<file path="src/rtl/bananachine_pkg.sv">
// Shared types and encodings for the Bananachine 16-bit core control path:
// state enum, op/ext op constants and PC/writeback source selects.
package bananachine_pkg;

    typedef enum logic [3:0] {
        RESET_S = 4'd0,
        FETCH   = 4'd1,
        DECODE  = 4'd2,
        EXEC_R  = 4'd3,
        EXEC_I  = 4'd4,
        MEM_RD  = 4'd5,
        MEM_WB  = 4'd6,
        MEM_WR  = 4'd7,
        BRANCH  = 4'd8,
        JUMP    = 4'd9
    } state_t;

    localparam logic [3:0] OP_RTYPE   = 4'b0000;
    localparam logic [3:0] OP_SPECIAL = 4'b0100;
    localparam logic [3:0] OP_BCOND   = 4'b1100;

    localparam logic [3:0] EXT_LOAD  = 4'b0000;
    localparam logic [3:0] EXT_STOR  = 4'b0100;
    localparam logic [3:0] EXT_JAL   = 4'b1000;
    localparam logic [3:0] EXT_JCOND = 4'b1100;

    localparam logic [1:0] PC_SRC_INC    = 2'b00;
    localparam logic [1:0] PC_SRC_BRANCH = 2'b01;
    localparam logic [1:0] PC_SRC_REG    = 2'b10;

    localparam logic [1:0] WB_SRC_ALU = 2'b00;
    localparam logic [1:0] WB_SRC_MEM = 2'b01;
    localparam logic [1:0] WB_SRC_PC  = 2'b10;

endpackage

</file>
<file path="src/rtl/control_decode.sv">
// Combinational next-state selection for the DECODE state, from the latched
// op code and extended op code.
module control_decode
    import bananachine_pkg::*;
#(
    parameter int OP_CODE_BITS     = 4,
    parameter int EXT_OP_CODE_BITS = 4
) (
    input  logic [OP_CODE_BITS-1:0]     op_code,
    input  logic [EXT_OP_CODE_BITS-1:0] ext_op_code,
    output state_t                      next_state,
    output logic                        illegal
);

    always_comb begin
        next_state = EXEC_I;
        illegal    = 1'b0;
        case (op_code)
            OP_RTYPE: next_state = EXEC_R;
            OP_BCOND: next_state = BRANCH;
            OP_SPECIAL: begin
                case (ext_op_code)
                    EXT_LOAD:            next_state = MEM_RD;
                    EXT_STOR:            next_state = MEM_WR;
                    EXT_JAL, EXT_JCOND:  next_state = JUMP;
                    default: begin
                        // Undefined special-class encoding: drop it and refetch.
                        next_state = FETCH;
                        illegal    = 1'b1;
                    end
                endcase
            end
            default: next_state = EXEC_I;
        endcase
    end

endmodule

</file>
<file path="src/rtl/control_fsm.sv">
// Multicycle control FSM for the Bananachine core: fetch, decode, execute,
// memory and writeback sequencing with a memory-ready handshake.
module control_fsm
    import bananachine_pkg::*;
#(
    parameter int WIDTH            = 16,
    parameter int OP_CODE_BITS     = 4,
    parameter int EXT_OP_CODE_BITS = 4
) (
    input  logic                        clk,
    input  logic                        reset,
    input  logic [OP_CODE_BITS-1:0]     op_code,
    input  logic [EXT_OP_CODE_BITS-1:0] ext_op_code,
    input  logic                        mem_ready,
    input  logic                        cond_true,
    output logic                        instruction_en,
    output logic                        pc_en,
    output logic [1:0]                  pc_src,
    output logic                        addr_src,
    output logic                        mem_read,
    output logic                        mem_write,
    output logic                        alu_src_b,
    output logic                        reg_write,
    output logic [1:0]                  wb_src,
    output logic                        flags_en,
    output logic                        illegal,
    output logic [3:0]                  state
);

    if (WIDTH < OP_CODE_BITS) begin : g_bad_width
        $error("control_fsm: WIDTH must be at least OP_CODE_BITS");
    end

    state_t state_q;
    state_t dec_next;
    logic   dec_illegal;

    control_decode #(
        .OP_CODE_BITS    (OP_CODE_BITS),
        .EXT_OP_CODE_BITS(EXT_OP_CODE_BITS)
    ) u_decode (
        .op_code    (op_code),
        .ext_op_code(ext_op_code),
        .next_state (dec_next),
        .illegal    (dec_illegal)
    );

    always_ff @(posedge clk or negedge reset) begin
        if (!reset) begin
            state_q <= RESET_S;
        end else begin
            case (state_q)
                RESET_S: state_q <= FETCH;
                FETCH:   if (mem_ready) state_q <= DECODE;
                DECODE:  state_q <= dec_next;
                MEM_RD:  if (mem_ready) state_q <= MEM_WB;
                MEM_WR:  if (mem_ready) state_q <= FETCH;
                default: state_q <= FETCH;
            endcase
        end
    end

    assign state = state_q;

    // Outputs are decoded from the state so an async reset zeroes them at once.
    always_comb begin
        instruction_en = 1'b0;
        pc_en          = 1'b0;
        pc_src         = PC_SRC_INC;
        addr_src       = 1'b0;
        mem_read       = 1'b0;
        mem_write      = 1'b0;
        alu_src_b      = 1'b0;
        reg_write      = 1'b0;
        wb_src         = WB_SRC_ALU;
        flags_en       = 1'b0;
        illegal        = 1'b0;
        case (state_q)
            FETCH: begin
                mem_read       = 1'b1;
                instruction_en = mem_ready;
                pc_en          = mem_ready;
            end
            DECODE: illegal = dec_illegal;
            EXEC_R: begin
                reg_write = 1'b1;
                flags_en  = 1'b1;
            end
            EXEC_I: begin
                reg_write = 1'b1;
                flags_en  = 1'b1;
                alu_src_b = 1'b1;
            end
            MEM_RD: begin
                mem_read = 1'b1;
                addr_src = 1'b1;
            end
            MEM_WB: begin
                reg_write = 1'b1;
                wb_src    = WB_SRC_MEM;
            end
            MEM_WR: begin
                mem_write = 1'b1;
                addr_src  = 1'b1;
            end
            BRANCH: begin
                pc_en  = cond_true;
                pc_src = PC_SRC_BRANCH;
            end
            JUMP: begin
                pc_src = PC_SRC_REG;
                if (ext_op_code == EXT_JAL) begin
                    pc_en     = 1'b1;
                    reg_write = 1'b1;
                    wb_src    = WB_SRC_PC;
                end else begin
                    pc_en = cond_true;
                end
            end
            default: ;
        endcase
    end

endmodule

</file>
<file path="config.mk">
export PLATFORM = sky130hd
export DESIGN_NAME = control_fsm
export DESIGN_NICKNAME = d
export VERILOG_FILES = /design/src/rtl/bananachine_pkg.sv /design/src/rtl/control_decode.sv /design/src/rtl/control_fsm.sv
export SDC_FILE = /design/constraint.sdc
export NUM_CORES = 1
export LEC_CHECK = 0
export CORE_AREA = 10 10 47 49
export CTS_CLUSTER_DIAMETER = 100
export DETAILED_ROUTE_END_ITERATION = 8
export DIE_AREA = 0 0 57 59
export GPL_TIMING_DRIVEN = 0
export PLACE_DENSITY = 0.76
export REMOVE_ABC_BUFFERS = 1
export SLEW_MARGIN = 25
export SYNTH_ARGS = -nofsm -noshare
export SYNTH_HDL_FRONTEND = slang
export SYNTH_SLANG_ARGS = --single-unit
</file>
<file path="constraint.sdc">
create_clock -name clk -period 1.8 [get_ports clk]
set_input_delay 0.45 -clock clk [delete_from_list [all_inputs] [get_ports clk]]
set_output_delay 0.45 -clock clk [all_outputs]
set_load 0.1 [all_outputs]
</file>
==> results of run 1 <==
[area by class of cell]
cell class,count,area [um2],area share [%]
Inverter,2,7.507,0.7212
Clock buffer,3,22.52,2.163
Tap cell,16,20.02,1.923
Sequential cell,4,105.1,10.10
Timing Repair Buffer,46,491.7,47.24
Multi-Input combinational cell,46,394.1,37.86
[cell families (layout without fill, tap and decap cells)]
family                 after synthesis  after routing
AOI/OAI and AO/OA                   10             10
muxes                                2              2
DFF                                  4              4
and+or+nand+nor                     34             34
buffers and inverters                5             51
[cell usage after synthesis, drive strengths merged]
master,number
dfrtp,4
nor4bb,1
nand2b,5
inv,2
nor2,7
nand4b,1
a211oi,1
and2b,1
or3b,1
a21oi,3
buf,2
mux2i,2
nor3b,1
or4b,2
o22a,1
or2,1
and3,3
a31oi,1
or3,2
nor2b,2
o22ai,1
a21o,1
o311a,1
and2,1
nor3,1
nand2,5
o2bb2ai,1
clkbuf,1
[report_power, final]
part           switching (mW)  total [mW]  leakage [nW]  internal [mW]
Clock                  0.0410       0.116        0.0138         0.0749
Combinational            1.17        1.74         0.406          0.578
Sequential             0.0643       0.193        0.0452          0.129
[repair_timing]
| item | in CTS | in global routing |
|---|---|---|
| resized for setup | 141 | 18 |
| pin swaps | 9 | 4 |
| buffers inserted | 16 | 3 |
| setup endpoints to repair | 17 | 15 |
[per-layer routing]
layer	vias up	share of wire, %	global-route usage [%]
met4	0	3.4	10.74
met5	-	0	0
met2	23	50	18.45
met1	296	40	11.74
li1	288	-	-
met3	6	6.7	4.292
[stage by stage]
| stage | cells | hold slack, ns |
|---|---|---|
| after global routing | 117 | 0.4381 |
| after CTS | 115 | 0.4169 |
| final | 117 | 0.4336 |
| after detailed placement | 96 | 0.6745 |
| after floorplan | 52 | 0.1544 |
| after global placement | 96 | 0.6672 |
[path summary, 6_finish.rpt]
kind                            start       end  slack, ns  depth (start not counted)
max in group asynchronous       reset  state[3]       1.14                          1
min in group clk           op_code[0]  state[3]       0.64                          4
min                             reset  state[1]       0.43                          1
min reg2reg                  state[1]  state[2]       0.71                          2
max                          state[0]   illegal      -0.37                          4
max reg2reg                  state[0]  state[1]       0.25                          4
[critical path, stage by stage, from the launching register on]
cell and delay, ns:
dfrtp_2 0.44, or4b_4 0.56, nor2_4 0.11, and3_4 0.20, buf_12 0.17
==> run_results.csv, run 1 <==
group,metric,value,unit
clock_tree,cts_htree_levels,1,
synth,synth_compound_area_share,17.75,%
sta,fmax,0.4618,GHz
setup_path,cp-start-kind,"flop",
grt,antenna_found_initial,0,
synth,ys_warn_count,0,
floorplanning,core,1401,um2
clock_tree,hold_buffers,0,
flow_run,drv_cap,0,
outcome,violations,"negative setup slack",
route,drc,0,
sta,rsz0062_at_grt,"yes",
placement,place.gp.congestion,0.7240,
placement,place_area,706.9,um2
synth,synth_xor_area_share,0,%
finish,mostFrequentLayoutCells,"buf_4, dlygate4sd2_1, buf_12, buf_6, nand2b_1",
route,drtAntennaViolNets,0,
synth,ys_seq_area_share,23.67,%
finish,layout-drive-gt1-share,59.41,%
finish,final_util,74.29,%
floorplanning,num_rows,14,
clock_tree,clk_latency,0.24,ns
grt,grt_max_degree,10,
sta,final_hold_viol_count,0,
synth,synth.largest_area_cell,"dfrtp_1",
synth,synth_top_family_by_area,"simple AND/OR/NAND/NOR gates",
finish,area_growth,146.2,%
setup_path,critPathKind,"reg2out",
clock_tree,numClockSinks,4,
route,drt_iter0_drc,11,
floorplanning,die_w,57,um
finish,diodes,0,
clock_tree,cts_tree,"done",
synth,synthSimpleGateAreaFrac,48.22,%
setup_path,end_kind,"primary output",
setup_path,crit_fanout,5,
floorplanning,dieHeight,59,um
route,wirelength,2004,um
route,viasPerCell,5.239,
synth,synth_area_leaders,"dfrtp_1, nand2b_1, nor2_1",
route,vias,613,
floorplanning,io_pins,29,
finish,largest_reg_flops,4,
clock_tree,clkSlewWorstSetupHoldPaths,0.04,ns
synth,synth_top_area_share,23.67,%
placement,dp_worst_setup_slack,-1.434,ns
worst_hold_path,min_path_type,"in2async",
sta,setup_ws,-0.3656,ns
finish,fillCellCount,102,
sta,tightest_slew,0.9573,ns
grt,grt_overflow,0,
synth,synth.mux.area_fraction,4.734,%
finish,final_common_cell,"buf_4",
pwr,finalPower,2.053,mW
sta,report.final.slew_viol_count,0,
grt,grt_pass1_wl,3056,um
synth,synth_cells,55,
floorplanning,die_area,3363,um2
finish,final_nets,115,
synth,netlist_area,422.9,um2
pwr,power.density,1973,nW/um2
setup_path,worstPathArrival,1.72,ns
synth,ys_types,30,
sta,fin_crit_sh,120.3,%
sta,finClkSkew,0.008486,ns
sta,fin_setup_tns,-1.780,ns
clock_tree,clockBufferDepth,2,
route,routedWlPerCell,17.13,um
sta,setup_viol,13,
synth,synth.avg_cell_area,7.689,um2
placement,placement.io_buffers,28,
sta,max-slew-margin-rel,36.43,%
sta,layout_min_cycle_time,2.166,ns
pwr,peakVddDrop,0.001133,V
clock_tree,clock-root-buffer,"clkbuf_4",
floorplanning,initial_core_util,30.18,%
grt,grt_pass1_vias,650,
route,first_pass_iters,4,
pwr,power_leakage,0.4654,nW
setup_path,crit_required,1.35,ns
grt,grt_usage,11.66,%
clock_tree,cts_inserted_buffers,3,
synth,ys_seq_elements,4,
finish,fin_area,1041,um2
placement,dp_hpwl,1114,um
outcome,status,"finished with violations",
synth,synth-adder-area-share,0,%
Power figures use the tool's default switching activity.
==> inputs of run 2 (changes only) <==
- SLEW_MARGIN: 25 -> 20
==> results of run 2 <==
Final layout, timing and power as in run 1 (identical DEF).
